## src/rtl/raiz_pkg.sv

```systemverilog
// Shared types and helpers for the square-root core arbiter.
// Holds the FSM state encoding, default widths and the watchdog counter sizing.
package raiz_pkg;

  typedef enum logic [2:0] {
    IDLE   = 3'd0,
    LAUNCH = 3'd1,
    WAIT   = 3'd2,
    RESP   = 3'd3,
    ABORT  = 3'd4
  } state_e;

  localparam int OPW_DEF  = 16;
  localparam int RESW_DEF = 8;

  // Bits needed to hold the values 0..timeout inclusive.
  function automatic int cnt_width(input int timeout);
    return (timeout < 2) ? 1 : $clog2(timeout + 1);
  endfunction

endpackage

```

## src/rtl/raiz_arbiter_if.sv

```systemverilog
// Requester-side and core-side signal bundle of the square-root core arbiter.
// master = the arbiter itself, slave = requesters plus the raiz core.
interface raiz_arbiter_if
  import raiz_pkg::*;
#(
  parameter int N    = 4,
  parameter int OPW  = OPW_DEF,
  parameter int RESW = RESW_DEF
);

  localparam int GW = (N > 1) ? $clog2(N) : 1;

  logic [N-1:0]     in_req;
  logic [N*OPW-1:0] in_operand;
  logic [N-1:0]     out_ack;
  logic [RESW-1:0]  out_result;
  logic             out_err;
  logic             out_busy;
  logic [GW-1:0]    out_grant_id;
  logic             out_core_init;
  logic             out_core_rst;
  logic [OPW-1:0]   out_core_operand;
  logic             in_core_done;
  logic [RESW-1:0]  in_core_result;

  modport master (
    input  in_req,
    input  in_operand,
    input  in_core_done,
    input  in_core_result,
    output out_ack,
    output out_result,
    output out_err,
    output out_busy,
    output out_grant_id,
    output out_core_init,
    output out_core_rst,
    output out_core_operand
  );

  modport slave (
    output in_req,
    output in_operand,
    output in_core_done,
    output in_core_result,
    input  out_ack,
    input  out_result,
    input  out_err,
    input  out_busy,
    input  out_grant_id,
    input  out_core_init,
    input  out_core_rst,
    input  out_core_operand
  );

endinterface

```

## src/rtl/rr_picker.sv

```systemverilog
// Combinational round-robin selector: first set request bit scanning upward
// from ptr, wrapping modulo N.
module rr_picker #(
  parameter  int N  = 4,
  localparam int PW = (N > 1) ? $clog2(N) : 1
) (
  input  logic [N-1:0]  req,
  input  logic [PW-1:0] ptr,
  output logic          valid,
  output logic [PW-1:0] index
);

  // cand[k] is the requester examined k-th in the rotated scan order.
  logic [PW-1:0] cand [N];

  genvar gi;
  generate
    for (gi = 0; gi < N; gi++) begin : g_cand
      assign cand[gi] = PW'((32'(ptr) + 32'(gi)) % 32'(N));
    end
  endgenerate

  // Scan from the far end so the nearest set bit overwrites the others.
  always_comb begin
    valid = |req;
    index = '0;
    for (int k = N - 1; k >= 0; k--) begin
      if (req[cand[k]]) begin
        index = cand[k];
      end
    end
  end

endmodule

```

## src/rtl/raiz_arbiter.sv

```systemverilog
// Round-robin sharing of one square-root core among N requesters, with core
// reset/init sequencing and a watchdog that aborts a hung core operation.
module raiz_arbiter
  import raiz_pkg::*;
#(
  parameter int N       = 4,
  parameter int OPW     = OPW_DEF,
  parameter int RESW    = RESW_DEF,
  parameter int TIMEOUT = 64
) (
  input  logic           clk,
  input  logic           rst,
  raiz_arbiter_if.master bus
);

  localparam int GW = (N > 1) ? $clog2(N) : 1;
  localparam int CW = cnt_width(TIMEOUT);

  state_e          state_reg, state_next;
  logic [GW-1:0]   ptr_reg, ptr_next;
  logic [GW-1:0]   grant_reg, grant_next;
  logic [OPW-1:0]  operand_reg, operand_next;
  logic [CW-1:0]   counter_reg, counter_next;
  logic [RESW-1:0] result_reg, result_next;
  logic            err_reg, err_next;

  logic            pick_valid;
  logic [GW-1:0]   pick_idx;

  logic [N-1:0]    ack;
  logic            core_init;
  logic            core_rst;
  logic            busy;

  rr_picker #(
    .N (N)
  ) u_picker (
    .req   (bus.in_req),
    .ptr   (ptr_reg),
    .valid (pick_valid),
    .index (pick_idx)
  );

  always_ff @(posedge clk) begin
    if (!rst) begin
      state_reg   <= IDLE;
      ptr_reg     <= '0;
      grant_reg   <= '0;
      operand_reg <= '0;
      counter_reg <= '0;
      result_reg  <= '0;
      err_reg     <= 1'b0;
    end else begin
      state_reg   <= state_next;
      ptr_reg     <= ptr_next;
      grant_reg   <= grant_next;
      operand_reg <= operand_next;
      counter_reg <= counter_next;
      result_reg  <= result_next;
      err_reg     <= err_next;
    end
  end

  always_comb begin
    state_next   = state_reg;
    ptr_next     = ptr_reg;
    grant_next   = grant_reg;
    operand_next = operand_reg;
    counter_next = counter_reg;
    result_next  = result_reg;
    err_next     = err_reg;

    case (state_reg)
      IDLE: begin
        if (pick_valid) begin
          grant_next   = pick_idx;
          operand_next = bus.in_operand[int'(pick_idx)*OPW +: OPW];
          state_next   = LAUNCH;
        end
      end
      LAUNCH: begin
        counter_next = CW'(TIMEOUT);
        state_next   = WAIT;
      end
      WAIT: begin
        // A done arriving on the last watchdog cycle still counts as success.
        if (bus.in_core_done) begin
          result_next = bus.in_core_result;
          err_next    = 1'b0;
          state_next  = RESP;
        end else if (counter_reg == '0) begin
          result_next = '0;
          err_next    = 1'b1;
          state_next  = ABORT;
        end else begin
          counter_next = counter_reg - 1'b1;
        end
      end
      RESP, ABORT: begin
        ptr_next   = (grant_reg == GW'(N - 1)) ? '0 : grant_reg + 1'b1;
        state_next = IDLE;
      end
      default: begin
        state_next = IDLE;
      end
    endcase
  end

  // Core is held in reset whenever no operation is launched or pending.
  always_comb begin
    ack       = '0;
    core_init = 1'b0;
    core_rst  = 1'b1;
    busy      = 1'b1;

    case (state_reg)
      IDLE: begin
        busy = 1'b0;
      end
      LAUNCH: begin
        core_rst  = 1'b0;
        core_init = 1'b1;
      end
      WAIT: begin
        core_rst = 1'b0;
      end
      RESP, ABORT: begin
        ack[grant_reg] = 1'b1;
      end
      default: begin
        busy = 1'b0;
      end
    endcase
  end

  assign bus.out_ack          = ack;
  assign bus.out_result       = result_reg;
  assign bus.out_err          = err_reg;
  assign bus.out_busy         = busy;
  assign bus.out_grant_id     = grant_reg;
  assign bus.out_core_init    = core_init;
  assign bus.out_core_rst     = core_rst;
  assign bus.out_core_operand = operand_reg;

endmodule

```

## src/flat_wrapper.sv

```systemverilog
// flat-port wrapper written by rule: the top's interface ports become plain ports
module raiz_arbiter_flat import raiz_pkg::*;
#(
  parameter int N       = 4,
  parameter int OPW     = OPW_DEF,
  parameter int RESW    = RESW_DEF,
  parameter int TIMEOUT = 64
)
  (clk, rst, bus_in_req, bus_in_operand, bus_in_core_done, bus_in_core_result, bus_out_ack, bus_out_result, bus_out_err, bus_out_busy, bus_out_grant_id, bus_out_core_init, bus_out_core_rst, bus_out_core_operand);
  raiz_arbiter_if #(.N(N), .OPW(OPW), .RESW(RESW)) bus_i ();
  input  logic clk;
  input  logic rst;
  input wire logic [$bits(bus_i.in_req)-1:0] bus_in_req;
  input wire logic [$bits(bus_i.in_operand)-1:0] bus_in_operand;
  input wire logic [$bits(bus_i.in_core_done)-1:0] bus_in_core_done;
  input wire logic [$bits(bus_i.in_core_result)-1:0] bus_in_core_result;
  output wire logic [$bits(bus_i.out_ack)-1:0] bus_out_ack;
  output wire logic [$bits(bus_i.out_result)-1:0] bus_out_result;
  output wire logic [$bits(bus_i.out_err)-1:0] bus_out_err;
  output wire logic [$bits(bus_i.out_busy)-1:0] bus_out_busy;
  output wire logic [$bits(bus_i.out_grant_id)-1:0] bus_out_grant_id;
  output wire logic [$bits(bus_i.out_core_init)-1:0] bus_out_core_init;
  output wire logic [$bits(bus_i.out_core_rst)-1:0] bus_out_core_rst;
  output wire logic [$bits(bus_i.out_core_operand)-1:0] bus_out_core_operand;
  assign bus_i.in_req = bus_in_req;
  assign bus_i.in_operand = bus_in_operand;
  assign bus_i.in_core_done = bus_in_core_done;
  assign bus_i.in_core_result = bus_in_core_result;
  assign bus_out_ack = bus_i.out_ack;
  assign bus_out_result = bus_i.out_result;
  assign bus_out_err = bus_i.out_err;
  assign bus_out_busy = bus_i.out_busy;
  assign bus_out_grant_id = bus_i.out_grant_id;
  assign bus_out_core_init = bus_i.out_core_init;
  assign bus_out_core_rst = bus_i.out_core_rst;
  assign bus_out_core_operand = bus_i.out_core_operand;
  raiz_arbiter #(.N(N), .OPW(OPW), .RESW(RESW), .TIMEOUT(TIMEOUT)) u_core (.clk(clk), .rst(rst), .bus(bus_i));
endmodule
```

## config.mk

```make
export PLATFORM = sky130hd
export DESIGN_NAME = raiz_arbiter_flat
export DESIGN_NICKNAME = d
export VERILOG_FILES = /design/src/rtl/raiz_pkg.sv /design/src/rtl/raiz_arbiter_if.sv /design/src/rtl/rr_picker.sv /design/src/rtl/raiz_arbiter.sv /design/src/flat_wrapper.sv
export SDC_FILE = /design/constraint.sdc
export NUM_CORES = 1
export LEC_CHECK = 0
export BUFFER_PORTS_ARGS = -buffer_cell sky130_fd_sc_hd__buf_2
export CAP_MARGIN = 15
export CORE_UTILIZATION = 45
export CTS_CLUSTER_DIAMETER = 40
export CTS_CLUSTER_SIZE = 28
export DETAILED_ROUTE_END_ITERATION = 12
export HOLD_SLACK_MARGIN = 0.06
export PLACE_DENSITY = 0.8
export SLEW_MARGIN = 25
export SYNTH_ARGS = -nofsm -noshare
export SYNTH_HDL_FRONTEND = slang
export SYNTH_SLANG_ARGS = --single-unit
export TNS_END_PERCENT = 1
```

## constraint.sdc

```tcl
create_clock -name clk -period 2.4 [get_ports clk]
set_input_delay 0.24 -clock clk [delete_from_list [all_inputs] [get_ports clk]]
set_output_delay 0.24 -clock clk [all_outputs]
set_load 0.05 [all_outputs]
```

# After elaboration in Yosys (flattened, before gate mapping)

Cells that the tools add are included.

Add/sub/neg operators: 5
Order comparisons: 6
Equality and inequality tests: 9
Shift operators: 1
Muxes and demuxes: 30
Reductions and logical operators: 13

Operators by type and width:

| cell                                                                  | count |
|---|---|
| 64-bit by 7-bit indexed part select with 16-bit output                | 1 |
| 8-bit 2-to-1 mux                                                      | 2 |
| 2-bit by 3-bit < comparator with 1-bit output, second input constant  | 5 |
| 7-bit 2-to-1 mux                                                      | 2 |
| 7-bit case mux with 2 select lines                                    | 1 |
| 1-bit 2-to-1 mux                                                      | 10 |
| 2-bit 2-to-1 mux                                                      | 5 |
| 3-bit 2-to-1 mux                                                      | 3 |
| 3-bit case mux with 3 select lines                                    | 1 |
| 1-bit binary-select mux with 2-bit select                             | 4 |
| 4-bit OR reduction                                                    | 2 |
| 7-bit zero test                                                       | 1 |
| 7-bit by 1-bit subtractor with 7-bit output, second input constant    | 1 |
| 3-bit by 2-bit equality test with 1-bit output, second input constant | 2 |
| 2-bit AND reduction                                                   | 3 |
| 2-bit by 1-bit adder with 2-bit output, second input constant         | 2 |
| 2-bit adder, second input constant                                    | 2 |
| 4-bit 2-to-1 mux                                                      | 1 |
| 2-bit inequality test, second input constant                          | 2 |
| 2-bit nonzero test                                                    | 2 |
| 2-bit OR reduction                                                    | 2 |
| 3-bit by 1-bit equality test with 1-bit output, second input constant | 1 |
| 3-bit equality test, second input constant                            | 1 |
| 3-bit zero test                                                       | 1 |
| 7 further kinds                                                       | 7 |

Flip-flop bits (word level): 39
Input bits: 79
Output and inout port bits: 34
Logic and storage cells: 71

# Logic depth before layout (Yosys ltp)

Depth in word-level cells: 8
Gate-level depth with buffers: 7
Gate-level depth less buffers: 7

# Modules after synthesis

Synthesis repeated with hierarchy kept, for this count alone.

Cells, all modules: 223
Area total of the unflattened synthesis: 2,145.8 sq um

By module, submodules not included:

| module       | times used | cells each | area an instance (sq um) | sequential area each (sq um) |
|---|---|---|---|---|
| raiz_arbiter | 1          | 210        | 2,068.2                  | 780.7 |
| rr_picker    | 1          | 13         | 77.6                     | 0.0 |

# Least setup slack after synthesis

OpenSTA, ideal clock, no wires.

Path kind: reg2reg
From: register u_core.state_reg[1]
To: register u_core.counter_reg[6]
Setup time: 0.115 ns
Data arrival time: 1.725 ns
Required time: 2.285 ns
Setup slack: 0.560 ns
Stages on the path, launching flop included: 7
Path buffers: 1
Clock period less this slack: 1.840 ns
Cell sequence: dfxtp_1 -> buf_2 -> nand2b_1 -> nor2_2 -> o211ai_1 -> xnor2_1 -> o21a_1

Word-level cells in the longest chain between the ends: 3
Elaborated cells between the ends (all ways): 7
Classes of those cells: eq/ne (4); mux (1); reduce/logical (2)

RTL lines:

| what                                                                                                                    | RTL line           | RTL |
|---|---|---|
| from (decl)                                                                                                             | raiz_arbiter.sv:19 | `state_e state_reg, state_next;` |
| from (signal assigned)                                                                                                  | raiz_arbiter.sv:54 | `state_reg <= state_next;` |
| 3-bit by 2-bit equality test with 1-bit output / 3-bit by 1-bit equality test with 1-bit output (equally long branches) | raiz_arbiter.sv:73 | `case (state_reg)` |
| 2-bit inequality test (no line) / 2-bit nonzero test (equally long branches)                                            | --                 |  |
| 3-bit AND reduction (no line)                                                                                           | --                 |  |
| to (signal assigned)                                                                                                    | raiz_arbiter.sv:58 | `counter_reg <= counter_next;` |
| to (decl)                                                                                                               | raiz_arbiter.sv:23 | `logic [CW-1:0] counter_reg, counter_next;` |

Several ways; a longest one is shown, not always the timed one.
A chain may end at the register's enable or synchronous reset.

# Worst setup path in the final report

From: register u_core.state_reg[1]
To: output port bus_out_ack[1]

Word-level cells in the longest chain between the ends: 3
Elaborated cells between the ends (all ways): 4
Classes of those cells: eq/ne (2); mux (1); reduce/logical (1)

RTL lines:

| what                                                                                         | RTL line            | RTL |
|---|---|---|
| 3-bit by 2-bit equality test with 1-bit output / 3-bit equality test (equally long branches) | raiz_arbiter.sv:116 | `case (state_reg)` |
| 2-bit OR reduction (*)                                                                       | raiz_arbiter.sv:116 |  |
| 4-bit 2-to-1 mux (*)                                                                         | raiz_arbiter.sv:116 |  |
| to (decl)                                                                                    | flat_wrapper.sv:17  | `output wire logic [$bits(bus_i.out_ack)-1:0] bus_out_ack;` |

Every way passes the cells marked *; elsewhere a longest branch is shown, timed or not.

==> results.md <==
- The run finished, with violations left.
- The final reports fail on DRC.
- The worst setup path is launched from a flip-flop.
- The cell-internal power is 1.36 mW.
- After Yosys synthesis, full adders, half adders and majority gates account for 3.47% of the synthesized area.
- The combinational share of power is 46.0%.
- Summed over all cells, the static leakage comes to 1.27 nW.
- The register with the most flip-flops in the layout has 16 of them.
- For the worst setup path, the data arrival time is 1.86 ns.
- The cell row count is 24.
- Buffers inserted during clock tree synthesis total 5.
- Yosys attributes the largest share of cell area to sky130_fd_sc_hd__dfxtp_1, sky130_fd_sc_hd__mux2i_1, sky130_fd_sc_hd__o221ai_1.
- The die boundary height is 71.3 um.
- The total overflow left after global routing is 0.
- The post-CTS clock slew at the launch and capture registers of the worst setup and hold paths is 0.07 ns.
- The leading area contributor after synthesis is sky130_fd_sc_hd__dfxtp_1.
- Sorting the synthesized cells by how often they occur yields sky130_fd_sc_hd__dfxtp_1, sky130_fd_sc_hd__mux2i_1, sky130_fd_sc_hd__nand2_1, sky130_fd_sc_hd__o221ai_1, sky130_fd_sc_hd__nor2b_1.
- The post-layout net count is 418.
- After floorplanning, the core was sized to cover 4470 sq um.
- By area, the combinational part of the netlist is dominated by simple AND/OR/NAND/NOR gates.
- For the worst flop-to-flop path, the logic depth is 5.
- In the synthesized netlist, the number of instances is 225.
- TritonCTS built the clock tree.
- After synthesis the cells add up to 2160 sq um.
- Dividing total power by cell area gives a power density of 858 nW/um^2.
- Measured along the x axis, the die boundary spans 71.3 um.
- The share of the Yosys chip area taken by registers is 36.1%.
- The detail-routed via count per cell is 5.22.
- The count of vias placed by the detailed router is 2014.
- In this run, flip-flops and latches consume 36.5% of the power.
- The initial utilization of the core area, before any placement, comes to 48.3%.
- The clock skew after layout is 0.00626 ns.
- Setup violations remaining at the end of the flow were counted as 0.
- The number of nets still failing antenna checks after routing is 0.
- The final total power is 2.42 mW.
- The path class of the tightest hold or removal check is in2reg.
- The mean routed wirelength per cell is 13.5 um.
- The number of antenna violations at the first check in global routing came to 0.
- The top cell type by area accounts for 36.1% of the synthesized area.
- The transition time at the pin with the least slew margin is 0.573 ns.
- The required arrival time at the worst endpoint is 2.16 ns.
- The net count after synthesis is 310.
- The H-tree level count is 2.
- The number of library cell types mapped by synthesis is 41.
- The top achievable clock speed is 477 MHz.
- The switching power is 1.06 mW.
- The synthesized netlist devotes 16.4% of its cell area to compound gates.
- The cell with the most instances after synthesis is sky130_fd_sc_hd__dfxtp_1.
- The worst setup path category is reg2out.
- The number of buffer cells added on primary ports is 112.
- The synthesized area divided by synthesized cell count is 9.60 sq um.
- The number of sinks on the clock net is 39.
- Yosys printed 0 warnings.
- After Yosys synthesis, XOR and XNOR cells account for 2.43% of the synthesized area.
- For this run, design rule violations remaining after detail routing come to 4.
- The number of stages on the worst hold path is 3.
- The power share of the clock group is 17.5%.
- Routability-driven placement finished with a final weighted congestion of 0.791.
- The share of cells above drive strength 1 is 38.9%.
- Of all nets on the critical path, the largest fanout is 12.
- The floorplan step defined a die boundary enclosing 5080 sq um.
- In this run switching power makes up 43.7% of total power.
- The multi-input combinational cells in the finished layout cover a total of 1310 sq um.
- The wire length reported by the detailed router is 5210 um.
- The post-synthesis share of cell area spent on and, or, nand and nor gates is 21.0%.
- The fraction of the cycle the final worst path needs is 87.4%.
- The count of buffers added by post-CTS timing repair for setup is 0.
- The via count of the first global-routing pass was 1879.
- The pre-antenna-repair detailed-routing pass consisted of 8 iterations.
- The final-layout setup total negative slack is 0 ns.
- Fill cells in the final layout number 379.
- Max-cap violations in this run came to 0.
- Setup repair after global routing left no endpoint under its margin.
- The overall routing resource usage is 20.5%.
- After clock tree synthesis, the flow added hold-fix buffers numbering 0.
- The post-detailed-placement half-perimeter wirelength is 4010 um.
- Across the whole layout, storage elements account for 781 sq um.
- The maximum vdd ir drop is 0.000459 V.
- The most used flip-flop cell after synthesis is sky130_fd_sc_hd__dfxtp_1.
- The endpoint class of the critical path is an output port.
- Multiplexer cells account for 16.7% of the synthesized area.
- The clock reaches the later pin of the worst-skew pair after 0.29 ns.
- In this run the tightest slew margin relative to its limit is 61.6%.
- The number of primary I/O pins is 113.
- For the finished layout, the period the worst path requires is 2.10 ns.
- The cell sitting at the root of the clock tree is a sky130_fd_sc_hd__clkbuf_8.
- The post-CTS resize count is 0.
- The diode insertion count for antenna repair is 0.
- The area growth from synthesis to layout is 30.6%.
- The number of synthesized register bits is 39.
- The number of slew-limit violations in the final report came to 0.
- Entering global routing, the biggest net connects 34 pins.
- In this run the deepest clock path goes through 2 buffers.
- The number of endpoints with negative hold slack in the final report was 0.
- Of all flip-flops after synthesis, the portion carrying an async set or reset was 0%.
- The first global-routing pass estimated 8240 um of wire.
- The first routing iteration left 68 violations.
- The number of enable-type register cells in the synthesized netlist is 0.
==> cell families after synthesis <==
group,count (synthesis)
mux,36
simple gates,77
xor+xnor,6
fa+ha+maj,6
flops,39
buf+inv,17
compound gates,44
==> layout make-up <==
type,count,share of cell area [%]
inverter,5,0.665
multi-input combinational,169,46.3
timing repair buffer,113,20.1
sequential,39,27.7
clock inverter,1,0.177
tap,52,2.31
clock buffer,7,2.71
==> cells in the final DEF (no fill, tap or decap), types with 5 or more instances in the layout <==
cell type	Yosys	final
sky130_fd_sc_hd__ha_1	6	6
sky130_fd_sc_hd__buf_2	4	112
sky130_fd_sc_hd__a21oi_1	6	6
sky130_fd_sc_hd__nor2b_1	14	14
sky130_fd_sc_hd__o221ai_1	16	16
sky130_fd_sc_hd__a22oi_1	8	8
sky130_fd_sc_hd__nor2_1	12	12
sky130_fd_sc_hd__mux2i_1	36	36
sky130_fd_sc_hd__dfxtp_1	39	39
sky130_fd_sc_hd__nand2_1	20	20
sky130_fd_sc_hd__clkbuf_8	0	5
sky130_fd_sc_hd__inv_1	5	5
sky130_fd_sc_hd__and2_1	5	5
==> power groups by stage <==
stage	clock network, mW	registers [mW]	logic, mW
after detailed placement	0	0.895	1.12
after global placement	0	0.894	1.10
after floorplan	0	1.11	0.640
final	0.424	0.885	1.11
after CTS	0.431	0.884	1.12
after global routing	0.458	0.901	1.20
==> stage by stage <==
stage	std cells	setup slack, ns	util (%)	hold slack (ns)	cell area (sq um)
global route	386	0.129	63.1	0.206	2820
global placement	378	0.610	61.2	0.439	2740
CTS	386	0.304	63.1	0.207	2820
finish	386	0.302	63.1	0.211	2820
floorplan	225	0.560	-	0.384	2160
detailed placement	378	0.544	61.2	0.446	2740
==> path summary, 6_finish.rpt <==
| check | to | from | slack, ns |
|---|---|---|---|
| worst max-delay path | bus_out_ack[1] | u_core.state_reg[1] | 0.30 |
| worst min-delay path | u_core.bus.out_result[1] | bus_in_core_result[1] | 0.21 |
| worst max register to register | u_core.bus.out_core_operand[8] | u_core.ptr_reg[1] | 0.53 |
| worst min register to register | u_core.bus.out_core_operand[10] | u_core.bus.out_core_operand[10] | 0.47 |
==> worst max-delay path: stages, from the launching register on <==
cell	delay (ns)
sky130_fd_sc_hd__dfxtp_1	0.57
sky130_fd_sc_hd__nand2_1	0.10
sky130_fd_sc_hd__o22ai_1	0.44
sky130_fd_sc_hd__and2_1	0.20
sky130_fd_sc_hd__buf_2	0.26
==> routing by layer <==
layer | GRT usage, % | vias up | part of all wire, %
met4 | 7.11 | 0 | 1.5
met5 | 0 | - | 0
met1 | 25.0 | 908 | 45
met2 | 35.7 | 60 | 50
li1 | - | 1038 | -
met3 | 4.50 | 8 | 4.2
Note: power is estimated with default switching activity, not from simulation.
